### config.mk
export PLATFORM = sky130hd
export DESIGN_NAME = fir_sample_sequencer
export DESIGN_NICKNAME = d
export VERILOG_FILES = /design/src/rtl/fir_sample_sequencer.sv
export SDC_FILE = /design/constraint.sdc
export NUM_CORES = 1
export LEC_CHECK = 0
export BUFFER_PORTS_ARGS = -buffer_cell sky130_fd_sc_hd__buf_2
export CORE_ASPECT_RATIO = 1.75
export CORE_UTILIZATION = 30
export DETAILED_ROUTE_END_ITERATION = 16
export PLACE_DENSITY = 0.44
export SKIP_LAST_GASP = 1
export SLEW_MARGIN = 40
export SYNTH_ARGS = -nofsm -noshare
export SYNTH_HDL_FRONTEND = slang
export SYNTH_SLANG_ARGS = --single-unit
export TNS_END_PERCENT = 10
### constraint.sdc
create_clock -name CLK -period 3.8 [get_ports CLK]
set_input_delay 0.38 -clock CLK [delete_from_list [all_inputs] [get_ports CLK]]
set_output_delay 0.38 -clock CLK [all_outputs]
set_load 0.02 [all_outputs]
### src/rtl/fir_sample_sequencer.sv
// Sample FIFO and launch/capture sequencer in front of a single-multiplier FIR stage.
// Optional output decimation is compiled in with `define FIR_SEQ_DECIM_EN.
module fir_sample_sequencer #(
  parameter int BIT_WIDTH       = 16,
  parameter int FIFO_DEPTH_LOG2 = 3,
  parameter int TIMEOUT_CYCLES  = 1023,
  parameter int DECIM_FACTOR    = 4
) (
  input  logic                 CLK,
  input  logic                 RST,
  input  logic [BIT_WIDTH-1:0] ADC_DATA,
  input  logic                 ADC_VALID,
  output logic [BIT_WIDTH-1:0] FIR_DATA_IN,
  output logic                 FIR_START,
  input  logic                 FIR_RDY,
  input  logic [BIT_WIDTH-1:0] FIR_DATA_OUT,
  output logic [BIT_WIDTH-1:0] DOUT,
  output logic                 DOUT_VALID,
  output logic [15:0]          OVF_CNT,
  output logic                 TIMEOUT_ERR,
  output logic                 BUSY
);

  // state       | meaning
  // S_IDLE      | waiting for a queued sample and an idle filter
  // S_LAUNCH    | FIR_START high for this single cycle, watchdog cleared
  // S_WAIT_BUSY | waiting for the filter to drop FIR_RDY
  // S_WAIT_DONE | waiting for the filter to raise FIR_RDY again
  // S_EMIT      | result presented on DOUT (DOUT_VALID high if not decimated away)
  typedef enum logic [2:0] {
    S_IDLE,
    S_LAUNCH,
    S_WAIT_BUSY,
    S_WAIT_DONE,
    S_EMIT
  } state_t;

`ifdef FIR_SEQ_DECIM_EN
  localparam bit DECIM_EN = 1'b1;
`else
  localparam bit DECIM_EN = 1'b0;
`endif

  localparam int DEPTH   = 1 << FIFO_DEPTH_LOG2;
  localparam int WD_W    = $clog2(TIMEOUT_CYCLES + 1);
  localparam int DECIM_N = DECIM_EN ? DECIM_FACTOR : 1;
  localparam int DEC_W   = $clog2(DECIM_N + 1);

  localparam logic [FIFO_DEPTH_LOG2:0] FIFO_FULL_CNT = (FIFO_DEPTH_LOG2 + 1)'(DEPTH);
  localparam logic [WD_W-1:0]          WD_LAST       = WD_W'(TIMEOUT_CYCLES - 1);
  localparam logic [DEC_W-1:0]         DECIM_LAST    = DEC_W'(DECIM_N - 1);

  state_t                     state;
  logic [BIT_WIDTH-1:0]       fifo_mem [DEPTH];
  logic [FIFO_DEPTH_LOG2-1:0] wr_ptr;
  logic [FIFO_DEPTH_LOG2-1:0] rd_ptr;
  logic [FIFO_DEPTH_LOG2:0]   fifo_cnt;
  logic                       fifo_empty;
  logic                       fifo_full;
  logic                       pop;
  logic                       push;
  logic                       drop;

  logic [BIT_WIDTH-1:0]       hold_q;
  logic                       start_q;
  logic [BIT_WIDTH-1:0]       dout_q;
  logic                       dout_valid_q;
  logic [15:0]                ovf_q;
  logic                       timeout_q;
  logic [WD_W-1:0]            wd_cnt;
  logic [DEC_W-1:0]           decim_cnt;

  assign fifo_empty = (fifo_cnt == '0);
  assign fifo_full  = (fifo_cnt == FIFO_FULL_CNT);
  // Pop is decided from the registered count, so a fresh push is only visible next cycle.
  assign pop        = (state == S_IDLE) && !fifo_empty && FIR_RDY;
  assign push       = ADC_VALID && (!fifo_full || pop);
  assign drop       = ADC_VALID && fifo_full && !pop;

  always_ff @(posedge CLK) begin
    if (push) begin
      fifo_mem[wr_ptr] <= ADC_DATA;
    end
  end

  always_ff @(posedge CLK) begin
    if (RST) begin
      wr_ptr   <= '0;
      rd_ptr   <= '0;
      fifo_cnt <= '0;
      ovf_q    <= '0;
    end else begin
      if (push) begin
        wr_ptr <= wr_ptr + 1'b1;
      end
      if (pop) begin
        rd_ptr <= rd_ptr + 1'b1;
      end
      case ({push, pop})
        2'b10:   fifo_cnt <= fifo_cnt + 1'b1;
        2'b01:   fifo_cnt <= fifo_cnt - 1'b1;
        default: fifo_cnt <= fifo_cnt;
      endcase
      if (drop && (ovf_q != 16'hFFFF)) begin
        ovf_q <= ovf_q + 16'd1;
      end
    end
  end

  always_ff @(posedge CLK) begin
    if (RST) begin
      state        <= S_IDLE;
      hold_q       <= '0;
      start_q      <= 1'b0;
      dout_q       <= '0;
      dout_valid_q <= 1'b0;
      timeout_q    <= 1'b0;
      wd_cnt       <= '0;
      decim_cnt    <= '0;
    end else begin
      start_q      <= 1'b0;
      dout_valid_q <= 1'b0;
      case (state)
        S_IDLE: begin
          if (pop) begin
            hold_q  <= fifo_mem[rd_ptr];
            start_q <= 1'b1;
            state   <= S_LAUNCH;
          end
        end
        S_LAUNCH: begin
          wd_cnt <= '0;
          state  <= S_WAIT_BUSY;
        end
        S_WAIT_BUSY: begin
          if (!FIR_RDY) begin
            wd_cnt <= wd_cnt + 1'b1;
            state  <= S_WAIT_DONE;
          end else if (wd_cnt >= WD_LAST) begin
            timeout_q <= 1'b1;
            state     <= S_IDLE;
          end else begin
            wd_cnt <= wd_cnt + 1'b1;
          end
        end
        S_WAIT_DONE: begin
          if (FIR_RDY) begin
            state <= S_EMIT;
            // Every run advances the decimator; only the last phase reaches DOUT.
            if (decim_cnt == DECIM_LAST) begin
              dout_q       <= FIR_DATA_OUT;
              dout_valid_q <= 1'b1;
              decim_cnt    <= '0;
            end else begin
              decim_cnt <= decim_cnt + 1'b1;
            end
          end else if (wd_cnt >= WD_LAST) begin
            timeout_q <= 1'b1;
            state     <= S_IDLE;
          end else begin
            wd_cnt <= wd_cnt + 1'b1;
          end
        end
        S_EMIT: begin
          state <= S_IDLE;
        end
        default: begin
          state <= S_IDLE;
        end
      endcase
    end
  end

  assign FIR_DATA_IN = hold_q;
  assign FIR_START   = start_q;
  assign DOUT        = dout_q;
  assign DOUT_VALID  = dout_valid_q;
  assign OVF_CNT     = ovf_q;
  assign TIMEOUT_ERR = timeout_q;
  assign BUSY        = (state != S_IDLE) || !fifo_empty;

endmodule

==> metrics.txt, run 1 <==
status finished clean; diode count 0; commonest non-fill, non-tap cell in the layout edfxtp_1; RSZ-0062 raised after global routing false; hold path depth 3; min Tclk post-route ~2.9 ns; nets@finish 735; number of global-route vias before repair 5578; final setup TNS 0 ns; Worst EP required roughly 4.2 ns; Finished Core Util 0.362; critical path's largest stage delay 0.83 ns; largest net degree at the start of global routing 45; clk_skew 0.0126 ns; ANT nets after route 0; clock slew at reported path FFs 0.06 ns; worst min path class in2reg; Initial DRT Pass Iterations 5; register area share after synthesis 0.644; PortBufs 87; WL final 19500 um; Post-DP HPWL 12600 um; Power Density 599 nW/um^2; FF+latch area approximately 5300 um^2; Chip Width ~130 um; Slew HR 0.458; setup violators final 0; Hold WS 0.115 ns; Setup CP Type reg2reg; vias per cell 4.96; initial antenna violation count 1; Tot Pwr ~0.0059 W; ys async rst share 0; area grow syn2layout 19.2%; Overflow after GRT 0; #FFs+latches synth 202; layout cell share with drive strength beyond 1 0.274; syn nets 647; DRT iter0 DRCs 333; routed vias between 5000 and 6000; R2R cell count 7; CTS Buffer Depth 3; Max stage delay cell, worst path or4b_2; first-pass GRT wire length 30800 um; cell chain of the critical path or4b_2 > nor3_1 > xor2_1 > ha_1 > nor4_1 > a31oi_1 > mux2_2; Leak 3.30 nW; CTS sink count 202; die area 28300 um^2; most frequent cells in the layout edfxtp_1, buf_2, dfxtp_1, nand2_1, nor2_1; endpoint class of the critical path flip-flop; post-CTS setup buffers 0; Startpoint Class flip-flop; Place WS 0.934 ns; peak supply drop 0.416 mV; WL per Instance 18.1 um; GRT Overall Usage 0.142; Worst-Skew Late Latency between 0.5 and 0.6 ns; Multi-input gate area 2770 um^2; WP data arrival 3.29 ns; H-tree levels 1; CP max FO 23; Cells after Synth 605; Root Driver clkbuf_16; Worst Tran Pin Value 0.804 ns; gpl congestion between 0.7 and 0.8; clock buffer count from CTS 22; Hold Buf Count CTS 0; Yosys cell types 60; Placeable Area 27200 um^2; Fill cells about 2700; starting density of the core 0.304; Die Span Y 222 um; Max Fclk 346 MHz; ys flop type edfxtp_1; fin. max-slew vios 0; Ys Warns 0; Netlist Area Pre-Place 8270 um^2; worst setup margin 0.908 ns; Boundary Pins 88; max-cap violations 0; final hold viol count 0; num rows 80; mean post-synth cell area between 10 and 15 um^2; final worst path period share 0.761; Post-synth EDFFs 128; CTS-repair resized insts 0; drt drc 0; CTS tree yes
cell families (layout without fill, tap and decap cells):
kind of cell,count (synthesis),after routing,synth area share
AO/OA/AOI/OAI,103,103,0.0830
XOR/XNOR,6,6,0.00635
adder cells (fa/ha/maj),6,6,0.00907
buffers and inverters,47,151,0.0266
flip-flops,202,202,0.644
multiplexers,54,54,0.114
AND/OR/NAND/NOR,187,187,0.117
sequential cells by signal, indices dropped and copies added, names as in the netlist:
register / flops
fifo_mem: 128
DOUT: 16
FIR_DATA_IN: 16
OVF_CNT: 16
wd_cnt: 10
fifo_cnt: 4
rd_ptr: 3
state: 3
wr_ptr: 3
DOUT_VALID: 1
FIR_START: 1
TIMEOUT_ERR: 1
layout make-up:
type,count,share of cell area
clock inverter,11,0.0123
sequential,202,0.540
inverter,10,0.00381
tap,369,0.0468
clock buffer,29,0.0607
timing repair buffer,101,0.0548
multi-input combinational,356,0.281
metal layers:
layer	share of wire	vias up	wire length, um	GRT usage
met2	0.56	121	11000	0.273
met5	0.00067	-	13	0
li1	-	2514	-	-
met4	0.022	2	439	0.0568
met1	0.37	2679	7320	0.151
met3	0.038	27	739	0.0236
power breakdown:
group	total [W]	internal (W)	switching [W]
logic	0.00120	0.000497	0.000701
clock network	0.00212	0.00125	0.000862
registers	0.00260	0.00248	0.000120
total	0.00591	0.00423	0.00168
final timing paths:
path                            slack [ns]          end            start
worst max register to register        0.91  fifo_cnt[2]         state[0]
worst min register to register        0.45      DOUT[2]          DOUT[2]
worst min-delay path                  0.11      DOUT[6]  FIR_DATA_OUT[6]
worst max-delay path                  0.91  fifo_cnt[2]         state[0]
stage by stage:
step,std cells,area [um^2]
final,1078,9860
after CTS,1078,9850
after floorplan,605,8270
after detailed placement,1038,9130
after global placement,1038,9130
after global routing,1078,9860
synthesized netlist by cell type (all sizes together), types with 3 or more instances:
master	instances	area (um^2)
o31ai	12	90.1
o21ai	7	35.0
or2	3	18.8
dfxtp	74	1480
nor3	13	65.1
nor4	10	62.6
nand4	5	31.3
ha	6	75.1
a211oi	17	128
or3	7	50.1
xor2	3	26.3
xnor2	3	26.3
nand3	12	60.1
clkbuf	23	86.3
o21a	4	30.0
mux4	32	721
mux2i	17	170
nor2b	6	37.5
nand2	54	203
nor4b	4	41.3
inv	10	37.5
nor2	43	164
or4	11	90.1
a31oi	4	25.0
buf	14	96.3
or4b	3	30.0
o211ai	3	22.5
mux2	5	56.3
edfxtp	128	3840
nand2b	8	50.1
a21oi	39	195
worst max-delay path, delay by kind of cell, from the launching register on:
kind | cells | cell delay (ns)
AO/OA/AOI/OAI | 1 | 0.09
AND/OR/NAND/NOR | 3 | 1.54
XOR/XNOR | 1 | 0.13
flip-flops | 1 | 0.52
adder cells (fa/ha/maj) | 1 | 0.21
multiplexers | 1 | 0.30
(Power assumes the default switching activity.)
==> inputs of run 2 (changes only) <==
- PLACE_DENSITY: 0.44 -> 0.46
- clock period: 3.8 -> 2.6 ns (I/O delays scaled with it)
==> metrics.txt, run 2 (synthesis gave the netlist of run 1 again) <==
status finished clean (unchanged); largest net degree at the start of global routing 35 (was 45); Max Fclk 411 MHz (was 346 MHz); CTS sink count 202 (unchanged); Initial DRT Pass Iterations 4 (was 5); Most common cell on crit path buf_4; Power Density 864 nW/um^2 (was 599 nW/um^2); Post-DP HPWL 12700 um (was 12600 um); most frequent cells in the layout edfxtp_1, buf_2, dfxtp_1, nand2_1, nor2_1 (unchanged); WL per Instance 17.7 um (was 18.1 um); routed vias 5405 (was 5343); nets@finish 762 (was 735); peak supply drop 0.598 mV (was 0.416 mV); Finished Cell Area 10300 um^2 (was 9860 um^2); first-pass GRT wire length 31000 um (was 30800 um); clock slew at reported path FFs 0.06 ns (about the same); worst path buffer plus inverter count 3 (was 0); hold path depth 3 (unchanged); CTS-repair resized insts 0 (unchanged); CP max FO 22 (was 23); endpoint class of the critical path flip-flop (unchanged); Hold Crit Endpoint DOUT[14] (was DOUT[6]); ANT nets after route 0 (unchanged); cell chain of the critical path buf_4 > nor4b_2 > o21ai_0 > buf_4 > nor3_2 > buf_12 (was or4b_2 > nor3_1 > xor2_1 > ha_1 > nor4_1 > a31oi_1 > mux2_2); CTS Buffer Depth 3 (unchanged); Overflow after GRT 0 (unchanged); layout cell share with drive strength beyond 1 0.281 (was 0.274); R2R cell count 6 (was 7); Max stage delay cell, worst path nor4b_2 (was or4b_2); final hold viol count 0 (unchanged); Die Span Y 222 um (unchanged); DRT iter0 DRCs 311 (was 333); R2R Path End fifo_mem[2][4] (was fifo_cnt[2]); drt drc 0 (unchanged); worst min path class in2reg (unchanged); WL final 19600 um (was 19500 um); commonest non-fill, non-tap cell in the layout edfxtp_1 (unchanged); clock buffer count from CTS 22 (unchanged); vias per cell 4.89 (was 4.96); Worst Hold Launch FIR_DATA_OUT[14] (was FIR_DATA_OUT[6]); PortBufs 87 (unchanged); Leak 3.47 nW (was 3.30 nW); Placeable Area 27200 um^2 (unchanged); max reg flops 128 (unchanged); Top delay family on crit path simple AND/OR/NAND/NOR gates (unchanged); Root Driver clkbuf_16 (unchanged); Chip Width 128 um (unchanged); R2R Path Start state[0] (unchanged); Setup CP Type reg2reg (unchanged); RSZ-0062 raised after global routing false (unchanged); Worst-Skew Late Latency 0.49 ns (was 0.51 ns); DP Area 9370 um^2 (was 9130 um^2); Worst EP required 2.79 ns (was 4.20 ns); min Tclk post-route 2.43 ns (was 2.89 ns); R2R Setup Slk 0.17 ns (was 0.91 ns); H-tree levels 1 (unchanged); Finished Core Util 0.377 (was 0.362); clk_skew 0.0125 ns (was 0.0126 ns); area grow syn2layout 24.0% (was 19.2%); critical path's largest stage delay 0.74 ns (was 0.83 ns); Startpoint Class flip-flop (unchanged); WP data arrival 2.62 ns (was 3.29 ns); Slew HR 0.442 (was 0.458); starting density of the core 0.304 (unchanged); max-cap violations 0 (unchanged); number of global-route vias before repair 5670 (was 5578); fin. max-slew vios 0 (unchanged); Most flops, register fifo_mem (unchanged); setup violators final 0 (unchanged); gpl congestion 0.772 (about the same); die area 28300 um^2 (unchanged); Worst Tran Pin Value 0.830 ns (was 0.804 ns); final worst path period share 0.935 (was 0.761); WP depth 6 (was 7); initial antenna violation count 0 (was 1); num rows 80 (unchanged); CTS tree yes (unchanged); GRT Overall Usage 0.141 (was 0.142); Boundary Pins 88 (unchanged)
## run 2: changes by cell type in the layout (fill, tap and decap cells not counted)
cell	change
buf_12	+10
buf_4	+3
bufinv_16	+1
clkbuf_1	-2
clkbuf_8	+2
clkinv_1	+1
clkinv_2	-1
clkinv_8	-1
diode_2	+1
dlygate4sd3_1	+14
nor4_1	+1
nor4_2	-2
nor4_4	+1
## run 2: how the worst max path moves through the flow
| stage | from | end |
|---|---|---|
| 2_1_floorplan | state[2] | fifo_mem[4][0] |
| 3_3_place_gp | state[2] | fifo_cnt[2] |
| 3_5_place_dp | state[0] | fifo_mem[1][5] |
| 4_1_cts | state[0] | fifo_mem[1][7] |
| 5_1_grt | state[0] | fifo_mem[2][4] |
| 6_report | state[0] | fifo_mem[2][4] |
## run 2: metal layers
metal,track usage,wire (um),up-vias
li1,-,-,2563
met1,0.154,7610,2706
met2,0.269,10800,101
met3,0.0249,716,35
met4,0.0472,483,0
met5,0,0,-
## run 2: what timing repair did
action	in CTS	in global routing
hold buffers	14	0
endpoints found under the hold margin	14	0
buffers inserted	0	0
## run 2: report_power, final
group | internal, W | leakage [nW] | switching [W]
Combinational | 0.000841 | 1.35 | 0.00107
Clock | 0.00197 | 0.360 | 0.00123
Sequential | 0.00362 | 1.76 | 0.000140
## run 2: through the flow
stage / instances / hold slack [ns] / total power (W) / setup TNS, ns / worst slack, ns
CTS: 1105 / 0.00937 / 0.00901 / 0 / 0.115
detailed placement: 1051 / 0.448 / 0.00576 / 0 / 0.159
floorplan: 605 / 0.359 / 0.00514 / -15.58 / -0.257
global route: 1105 / 0.0388 / 0.00929 / 0 / 0.0279
finish: 1106 / 0.0249 / 0.00887 / 0 / 0.169
global placement: 1051 / 0.441 / 0.00572 / 0 / 0.224
## run 2: tightest hold or removal path, cell delays in order
cell     delay (ns)
buf_2          0.09
nand2_1        0.06
a21oi_1        0.06
## run 2: final cells by class
cell class	instances	area (um^2)
multi-input combinational	356	2780
tap	369	462
antenna	1	2.50
inverter	10	37.5
timing repair buffer	128	903
sequential	202	5330
fill	2664	17000
clock buffer	29	618
clock inverter	11	134
